<file path="config.mk">
export PLATFORM = sky130hd
export DESIGN_NAME = fsic_io_serdes_link_ctrl_flat
export DESIGN_NICKNAME = d
export VERILOG_FILES = /design/src/rtl/fsic_io_serdes_link_ctrl_if.sv /design/src/rtl/fsic_io_serdes_link_ctrl.sv /design/src/flat_wrapper.sv
export SDC_FILE = /design/constraint.sdc
export NUM_CORES = 1
export LEC_CHECK = 0
export ABC_AREA = 0
export CORE_MARGIN = 3
export CORE_UTILIZATION = 30
export CTS_BUF_LIST = sky130_fd_sc_hd__clkbuf_2 sky130_fd_sc_hd__clkbuf_4 sky130_fd_sc_hd__clkbuf_8
export CTS_CLUSTER_DIAMETER = 150
export DETAILED_ROUTE_END_ITERATION = 10
export MAX_ROUTING_LAYER = met4
export PLACE_DENSITY = 0.68
export SYNTH_ARGS = -nofsm -noshare
export SYNTH_HDL_FRONTEND = slang
export SYNTH_SLANG_ARGS = --single-unit
export TNS_END_PERCENT = 100
</file>
<file path="constraint.sdc">
create_clock -name axi_clk -period 6.3 [get_ports axi_clk]
set_clock_uncertainty 0.2 [all_clocks]
set_input_delay 1.26 -clock axi_clk [delete_from_list [all_inputs] [get_ports axi_clk]]
set_output_delay 1.26 -clock axi_clk [all_outputs]
set_load 0.01 [all_outputs]
</file>
<file path="src/rtl/fsic_io_serdes_link_ctrl_if.sv">
// rtl/fsic_io_serdes_link_ctrl_if.sv - AXI-Lite bundle between the link controller and the io_serdes slave port
interface fsic_io_serdes_link_ctrl_if #(
  parameter int pADDR_WIDTH = 10,
  parameter int pDATA_WIDTH = 32
);
  logic                     awvalid;
  logic [pADDR_WIDTH-1:0]   awaddr;
  logic                     awready;
  logic                     wvalid;
  logic [pDATA_WIDTH-1:0]   wdata;
  logic [pDATA_WIDTH/8-1:0] wstrb;
  logic                     wready;
  logic                     arvalid;
  logic [pADDR_WIDTH-1:0]   araddr;
  logic                     arready;
  logic                     rvalid;
  logic [pDATA_WIDTH-1:0]   rdata;
  logic                     rready;

  modport master (
    output awvalid, awaddr, wvalid, wdata, wstrb, arvalid, araddr, rready,
    input  awready, wready, arready, rvalid, rdata
  );

  modport slave (
    input  awvalid, awaddr, wvalid, wdata, wstrb, arvalid, araddr, rready,
    output awready, wready, arready, rvalid, rdata
  );
endinterface

</file>
<file path="src/rtl/fsic_io_serdes_link_ctrl.sv">
// rtl/fsic_io_serdes_link_ctrl.sv - io_serdes link bring-up sequencer (rxen write, delay, txen write, readback)
module fsic_io_serdes_link_ctrl #(
  parameter int pADDR_WIDTH   = 10,
  parameter int pDATA_WIDTH   = 32,
  parameter int pRX_TO_TX_DLY = 16,
  parameter int pHS_TIMEOUT   = 255,
  parameter int pRETRY        = 3
) (
  input  logic                              axi_clk,
  input  logic                              axi_reset_n,
  input  logic                              start,
  output logic                              cc_is_enable,
  fsic_io_serdes_link_ctrl_if.master        m,
  output logic                              busy,
  output logic                              link_up,
  output logic                              err_timeout,
  output logic                              err_readback,
  output logic [2:0]                        state_out
);

  localparam int TO_W  = $clog2(pHS_TIMEOUT + 1);
  localparam int DLY_W = $clog2(pRX_TO_TX_DLY + 1);
  localparam int RT_W  = $clog2(pRETRY + 1);

  localparam logic [TO_W-1:0]          TO_LAST   = TO_W'(pHS_TIMEOUT - 1);
  localparam logic [DLY_W-1:0]         DLY_LAST  = DLY_W'(pRX_TO_TX_DLY - 1);
  localparam logic [RT_W-1:0]          RT_LAST   = RT_W'(pRETRY - 1);
  localparam logic [pADDR_WIDTH-1:0]   ADDR_ZERO = '0;
  localparam logic [pDATA_WIDTH-1:0]   RXEN_VAL  = pDATA_WIDTH'(32'h1);
  localparam logic [pDATA_WIDTH-1:0]   TXEN_VAL  = pDATA_WIDTH'(32'h3);
  localparam logic [pDATA_WIDTH/8-1:0] STRB_LO   = (pDATA_WIDTH/8)'(1);

  typedef enum logic [2:0] {
    S_IDLE  = 3'd0,
    S_WR_RX = 3'd1,
    S_DLY   = 3'd2,
    S_WR_TX = 3'd3,
    S_RD    = 3'd4,
    S_UP    = 3'd5,
    S_ERR   = 3'd6
  } state_e;

  state_e             state_q, state_d;
  logic               awvalid_q, awvalid_d;
  logic               wvalid_q, wvalid_d;
  logic               arvalid_q, arvalid_d;
  logic               rready_q, rready_d;
  logic [TO_W-1:0]    to_cnt_q, to_cnt_d;
  logic [DLY_W-1:0]   dly_cnt_q, dly_cnt_d;
  logic [RT_W-1:0]    retry_q, retry_d;
  logic               err_to_q, err_to_d;
  logic               err_rb_q, err_rb_d;
  logic               wait_miss;
  logic               unused_rdata_hi;

  always_ff @(posedge axi_clk or negedge axi_reset_n) begin
    if (!axi_reset_n) begin
      state_q   <= S_IDLE;
      awvalid_q <= 1'b0;
      wvalid_q  <= 1'b0;
      arvalid_q <= 1'b0;
      rready_q  <= 1'b0;
      to_cnt_q  <= '0;
      dly_cnt_q <= '0;
      retry_q   <= '0;
      err_to_q  <= 1'b0;
      err_rb_q  <= 1'b0;
    end else begin
      state_q   <= state_d;
      awvalid_q <= awvalid_d;
      wvalid_q  <= wvalid_d;
      arvalid_q <= arvalid_d;
      rready_q  <= rready_d;
      to_cnt_q  <= to_cnt_d;
      dly_cnt_q <= dly_cnt_d;
      retry_q   <= retry_d;
      err_to_q  <= err_to_d;
      err_rb_q  <= err_rb_d;
    end
  end

  always_comb begin
    state_d   = state_q;
    awvalid_d = awvalid_q;
    wvalid_d  = wvalid_q;
    arvalid_d = arvalid_q;
    rready_d  = rready_q;
    to_cnt_d  = to_cnt_q;
    dly_cnt_d = dly_cnt_q;
    retry_d   = retry_q;
    err_to_d  = err_to_q;
    err_rb_d  = err_rb_q;
    wait_miss = 1'b0;

    case (state_q)
      S_IDLE, S_ERR: begin
        if (start) begin
          state_d   = S_WR_RX;
          awvalid_d = 1'b1;
          wvalid_d  = 1'b1;
          to_cnt_d  = '0;
          retry_d   = '0;
          err_to_d  = 1'b0;
          err_rb_d  = 1'b0;
        end
      end
      S_WR_RX, S_WR_TX: begin
        // Each channel drops independently once accepted; the write is done when both are gone.
        awvalid_d = awvalid_q & ~m.awready;
        wvalid_d  = wvalid_q & ~m.wready;
        if (!awvalid_d && !wvalid_d) begin
          to_cnt_d = '0;
          if (state_q == S_WR_RX) begin
            state_d   = S_DLY;
            dly_cnt_d = '0;
          end else begin
            state_d   = S_RD;
            arvalid_d = 1'b1;
          end
        end else begin
          wait_miss = 1'b1;
        end
      end
      S_DLY: begin
        if (dly_cnt_q == DLY_LAST) begin
          state_d   = S_WR_TX;
          awvalid_d = 1'b1;
          wvalid_d  = 1'b1;
          to_cnt_d  = '0;
        end else begin
          dly_cnt_d = dly_cnt_q + DLY_W'(1);
        end
      end
      S_RD: begin
        if (arvalid_q) begin
          if (m.arready) begin
            arvalid_d = 1'b0;
            rready_d  = 1'b1;
            to_cnt_d  = '0;
          end else begin
            wait_miss = 1'b1;
          end
        end else if (rready_q) begin
          if (m.rvalid) begin
            rready_d = 1'b0;
            to_cnt_d = '0;
            if (m.rdata[1:0] == 2'b11) begin
              state_d = S_UP;
            end else if (retry_q == RT_LAST) begin
              state_d  = S_ERR;
              err_rb_d = 1'b1;
            end else begin
              retry_d   = retry_q + RT_W'(1);
              arvalid_d = 1'b1;
            end
          end else begin
            wait_miss = 1'b1;
          end
        end
      end
      S_UP: begin
      end
      default: state_d = S_IDLE;
    endcase

    // A handshake on the expiry edge was already taken above, so it beats the timeout.
    if (wait_miss) begin
      if (to_cnt_q == TO_LAST) begin
        state_d   = S_ERR;
        err_to_d  = 1'b1;
        awvalid_d = 1'b0;
        wvalid_d  = 1'b0;
        arvalid_d = 1'b0;
        rready_d  = 1'b0;
      end else begin
        to_cnt_d = to_cnt_q + TO_W'(1);
      end
    end
  end

  assign unused_rdata_hi = ^m.rdata[pDATA_WIDTH-1:2];

  assign m.awvalid = awvalid_q;
  assign m.awaddr  = ADDR_ZERO;
  assign m.wvalid  = wvalid_q;
  assign m.wdata   = !wvalid_q ? '0 : ((state_q == S_WR_TX) ? TXEN_VAL : RXEN_VAL);
  assign m.wstrb   = wvalid_q ? STRB_LO : '0;
  assign m.arvalid = arvalid_q;
  assign m.araddr  = ADDR_ZERO;
  assign m.rready  = rready_q;

  assign cc_is_enable = awvalid_q | wvalid_q | arvalid_q | rready_q;
  assign busy         = (state_q == S_WR_RX) || (state_q == S_DLY) ||
                        (state_q == S_WR_TX) || (state_q == S_RD);
  assign link_up      = (state_q == S_UP);
  assign err_timeout  = err_to_q;
  assign err_readback = err_rb_q;
  assign state_out    = state_q;

endmodule

</file>
<file path="src/flat_wrapper.sv">
// flat-port wrapper written by rule: the top's interface ports become plain ports
module fsic_io_serdes_link_ctrl_flat 
#(
  parameter int pADDR_WIDTH   = 10,
  parameter int pDATA_WIDTH   = 32,
  parameter int pRX_TO_TX_DLY = 16,
  parameter int pHS_TIMEOUT   = 255,
  parameter int pRETRY        = 3
)
  (axi_clk, axi_reset_n, start, cc_is_enable, busy, link_up, err_timeout, err_readback, state_out, m_awvalid, m_awaddr, m_wvalid, m_wdata, m_wstrb, m_arvalid, m_araddr, m_rready, m_awready, m_wready, m_arready, m_rvalid, m_rdata);
  fsic_io_serdes_link_ctrl_if #(.pADDR_WIDTH(pADDR_WIDTH), .pDATA_WIDTH(pDATA_WIDTH)) m_i ();
  input  logic axi_clk;
  input  logic axi_reset_n;
  input  logic start;
  output logic cc_is_enable;
  output logic busy;
  output logic link_up;
  output logic err_timeout;
  output logic err_readback;
  output logic [2:0] state_out;
  output wire logic [$bits(m_i.awvalid)-1:0] m_awvalid;
  output wire logic [$bits(m_i.awaddr)-1:0] m_awaddr;
  output wire logic [$bits(m_i.wvalid)-1:0] m_wvalid;
  output wire logic [$bits(m_i.wdata)-1:0] m_wdata;
  output wire logic [$bits(m_i.wstrb)-1:0] m_wstrb;
  output wire logic [$bits(m_i.arvalid)-1:0] m_arvalid;
  output wire logic [$bits(m_i.araddr)-1:0] m_araddr;
  output wire logic [$bits(m_i.rready)-1:0] m_rready;
  input wire logic [$bits(m_i.awready)-1:0] m_awready;
  input wire logic [$bits(m_i.wready)-1:0] m_wready;
  input wire logic [$bits(m_i.arready)-1:0] m_arready;
  input wire logic [$bits(m_i.rvalid)-1:0] m_rvalid;
  input wire logic [$bits(m_i.rdata)-1:0] m_rdata;
  assign m_awvalid = m_i.awvalid;
  assign m_awaddr = m_i.awaddr;
  assign m_wvalid = m_i.wvalid;
  assign m_wdata = m_i.wdata;
  assign m_wstrb = m_i.wstrb;
  assign m_arvalid = m_i.arvalid;
  assign m_araddr = m_i.araddr;
  assign m_rready = m_i.rready;
  assign m_i.awready = m_awready;
  assign m_i.wready = m_wready;
  assign m_i.arready = m_arready;
  assign m_i.rvalid = m_rvalid;
  assign m_i.rdata = m_rdata;
  fsic_io_serdes_link_ctrl #(.pADDR_WIDTH(pADDR_WIDTH), .pDATA_WIDTH(pDATA_WIDTH), .pRX_TO_TX_DLY(pRX_TO_TX_DLY), .pHS_TIMEOUT(pHS_TIMEOUT), .pRETRY(pRETRY)) u_core (.axi_clk(axi_clk), .axi_reset_n(axi_reset_n), .start(start), .cc_is_enable(cc_is_enable), .m(m_i), .busy(busy), .link_up(link_up), .err_timeout(err_timeout), .err_readback(err_readback), .state_out(state_out));
endmodule
</file>
==> flow_summary.toml <==
[sta]
finalMaxSlewViolations = 0
timing.fmax_mhz = 289
report.final.setup_viol = 0
final_period_minus_worst_setup_slack_ns = 3.46
layout_setup_ws_ns = 2.84
hold_viol = 0
timing_worst_slew_pin_value_ns = 1.11
grt_setup_unrepaired = "false"
setup_total_negative_slack_ns = 0
final_min_period_over_clock_period = 0.548
worst_slew_margin_rel = 0.255

[yosys]
post_synth_most_frequent_cells = "buf_4, dfrtp_1, nand2_1"
muxShareOfSynthArea = 0.0179
yosysWarningCount = 0
area_fraction_in_compound_gates_after_synthesis = 0.174
synth_simple_gate_area_share = 0.186
synth-seq-cells = 24
synth_area_leader_cell = "dfrtp_1"
post-synth-top-area-fraction = 0.319
synthXorXnorAreaFrac = 0.0186
post_synth_inst_count = 214
synth_fa_ha_area_frac = 0.0332
synth_top_cells_by_area = "dfrtp_1, buf_4, ha_1, o21ai_0, nand2_1"
async_flop_share = 1.00
synth_top_family_by_area = "buffers and inverters"
netlist_area_sq_um = 1880
most_instantiated_library_cell_after_synthesis = "buf_4"
synth_edf_count = 0
postSynth.topFlopCell = "dfrtp_1"
synth_seq_area_share = 0.319
syn-mean-instance-area_sq_um = 8.80
number_of_distinct_library_cells_after_synthesis = 45

[clocking]
cts_clock_pin_slew_for_the_worst_setup_and_hold_paths_ns = 0.09
numCtsBuffers = 3
cts_tree = "done"
htreeDepth = 1
maximum_root_to_sink_buffer_count = 2
clock_insertion_delay_worst_skew_ns = 0.27
cts_post_setup_buffers_inserted = 0
tritoncts_num_sinks = 24
cts.repair.resized = 0
root_buffer = "clkbuf_8"
cts_hold_buf = 0

[power]
post-layout-total-power_uw = 776
power_density_over_the_cells_nw_per_um2 = 383
peakVddDrop_mv = 0.158
seqPwrFrac = 0.359
power.internal_uw = 454
combPwrFrac = 0.466
sw_frac_of_total = 0.414
power.static_leakage_nw = 0.968
pwr-share-clk = 0.176
power.switching_uw = 321

[placement]
hpwlAfterDp_um = 2560
gpl.final_weighted_congestion = 0.796
portBuffers = 23
dpl_worst_slack_ns = 2.95
place_inst = 304

[floorplanning]
fp.dieH_um = 85.2
floorplan.die_area_sq_um = 7260
design.core.area_sq_um = 5990
start_util = 0.314
width_of_the_die_um = 85.2
row_count = 28
top_level_ports = 107

[flow_run]
maxCapViolCount = 0

[worst_setup_path]
worstReg2RegStart = "u_core.state_out[2]"
reg2reg_depth = 5
worst_ep_arrival_time_ns = 2.00
timing.critical_path.slowest_stage_cell = "dfrtp_1"
timing.rr.end = "u_core.to_cnt_q[2]"
startpoint_type = "flop"
setup.worst_path.end_class = "output port"
worstPathMaxFanout = 20
critPathKind = "reg -> out"
worst-r2r-setup-slack_ns = 3.89
critical_path.max_stage_delay_ns = 0.74
worst_ep_required_time_ns = 4.84
worstPathCellList = "nor2b_1 -> and2_1 -> clkdlybuf4s50_1"

[min_path]
hold_depth = 1
hold_path.class = "reg -> reg"
worst_hold_startpoint = "u_core.err_timeout"
hold_path_end = "u_core.err_timeout"

[final_layout]
footprint_of_the_multi_input_gates_sq_um = 1010
drive_gt1_frac = 0.0515
stdcell_count = 308
final.fill_count = 623
area.growth.synth_to_final_pct = 7.64
final_net_count = 278
n_antenna_cell = 0
ff_latch_area_sq_um = 601

[routing]
antenna_violating_nets_post_route = 0
total_vias_in_the_final_route = 1353
routed_len_inst_um = 11.0
vias_per_cell = 4.39
drt-total-wl_um = 3400
first_iter_violations = 50
remaining_drc_errors = 0
first_pass_iters = 4

[grt]
grt_pass1_wl_um = 5640
maximum_number_of_pins_on_one_net_before_global_route_repair = 25
antenna_found_initial = 0
aggregate_global_route_resource_usage = 0.0980
first_global_vias = 1181
grt_overflow_total = 0

[outcome]
run_status = "complete, no violations"
area by class of cell:
cell class	instances	area share
Clock buffer	3	0.0204
Clock inverter	1	0.0148
Inverter	6	0.0111
Multi-Input combinational cell	176	0.498
Sequential cell	24	0.296
Tap cell	75	0.0463
Timing Repair Buffer	23	0.114
stage by stage:
step	hold slack [ns]	cell area, sq um	utilization
after floorplan	0.260	2080	-
after global placement	0.286	1960	0.326
after detailed placement	0.277	1960	0.326
after CTS	0.307	2030	0.338
after global routing	0.343	2030	0.338
final	0.301	2030	0.338
power by group through the flow:
stage | Clock (mW) | Sequential (mW) | Combinational (mW)
after detailed placement | 0 | 0.281 | 0.364
after floorplan | 0 | 0.245 | 0.309
after global routing | 0.147 | 0.291 | 0.408
after global placement | 0 | 0.278 | 0.358
final | 0.136 | 0.278 | 0.361
after CTS | 0.141 | 0.277 | 0.365
registers in the layout, indices dropped and copies added (netlist names), 2 cells and up:
register	count
u_core.state_out	3
u_core.dly_cnt_q	5
u_core.to_cnt_q	8
u_core.retry_q	2
cells by family (layout without fill, tap and decap cells):
group	Yosys count	count (layout)
other	1	53
buffers and inverters	66	33
adder cells (fa/ha/maj)	5	5
AO/OA/AOI/OAI	45	45
multiplexers	3	3
XOR/XNOR	4	4
AND/OR/NAND/NOR	66	66
flip-flops	24	24
placed cells by master, fill, tap and decap left out, types with 3 or more instances in the layout:
master	Yosys	layout
clkdlybuf4s50_1	0	23
conb_1	1	53
a211o_1	3	3
xnor2_1	3	3
nand3_1	8	8
and3_1	5	5
nand2_1	16	16
o21ai_0	12	12
nor2_1	11	11
nor3_1	4	4
dfrtp_1	24	24
clkbuf_8	0	3
nor2b_1	4	4
inv_1	6	6
a21oi_1	9	9
a21o_1	4	4
ha_1	5	5
or3_1	4	4
nand2b_1	4	4
mux2_2	3	3
how the worst max path moves through the flow:
stage                     cells after the start                 end           startpoint
after floorplan                               5  u_core.to_cnt_q[2]            m_awready
after detailed placement                      6  u_core.to_cnt_q[2]            m_awready
after CTS                                     3             link_up  u_core.state_out[2]
after global placement                        6  u_core.to_cnt_q[2]            m_awready
final                                         3             link_up  u_core.state_out[2]
after global routing                          3             link_up  u_core.state_out[2]
critical path, delay by kind of cell, from the launching register on:
kind	cells	cell delay, ns
DFF	1	0.74
buffers and inverters	1	0.54
and+or+nand+nor	2	0.44
routing by layer:
| metal | vias up | track usage | part of all wire | wire, um |
|---|---|---|---|---|
| met4 | 0 | 0.0187 | 0.0053 | 18 |
| met2 | 40 | 0.141 | 0.46 | 1560 |
| met5 | - | - | 0 | 0 |
| li1 | 673 | - | - | - |
| met3 | 2 | 0.0301 | 0.061 | 209 |
| met1 | 638 | 0.136 | 0.47 | 1610 |
No activity file was read; power rests on OpenSTA's default activity.
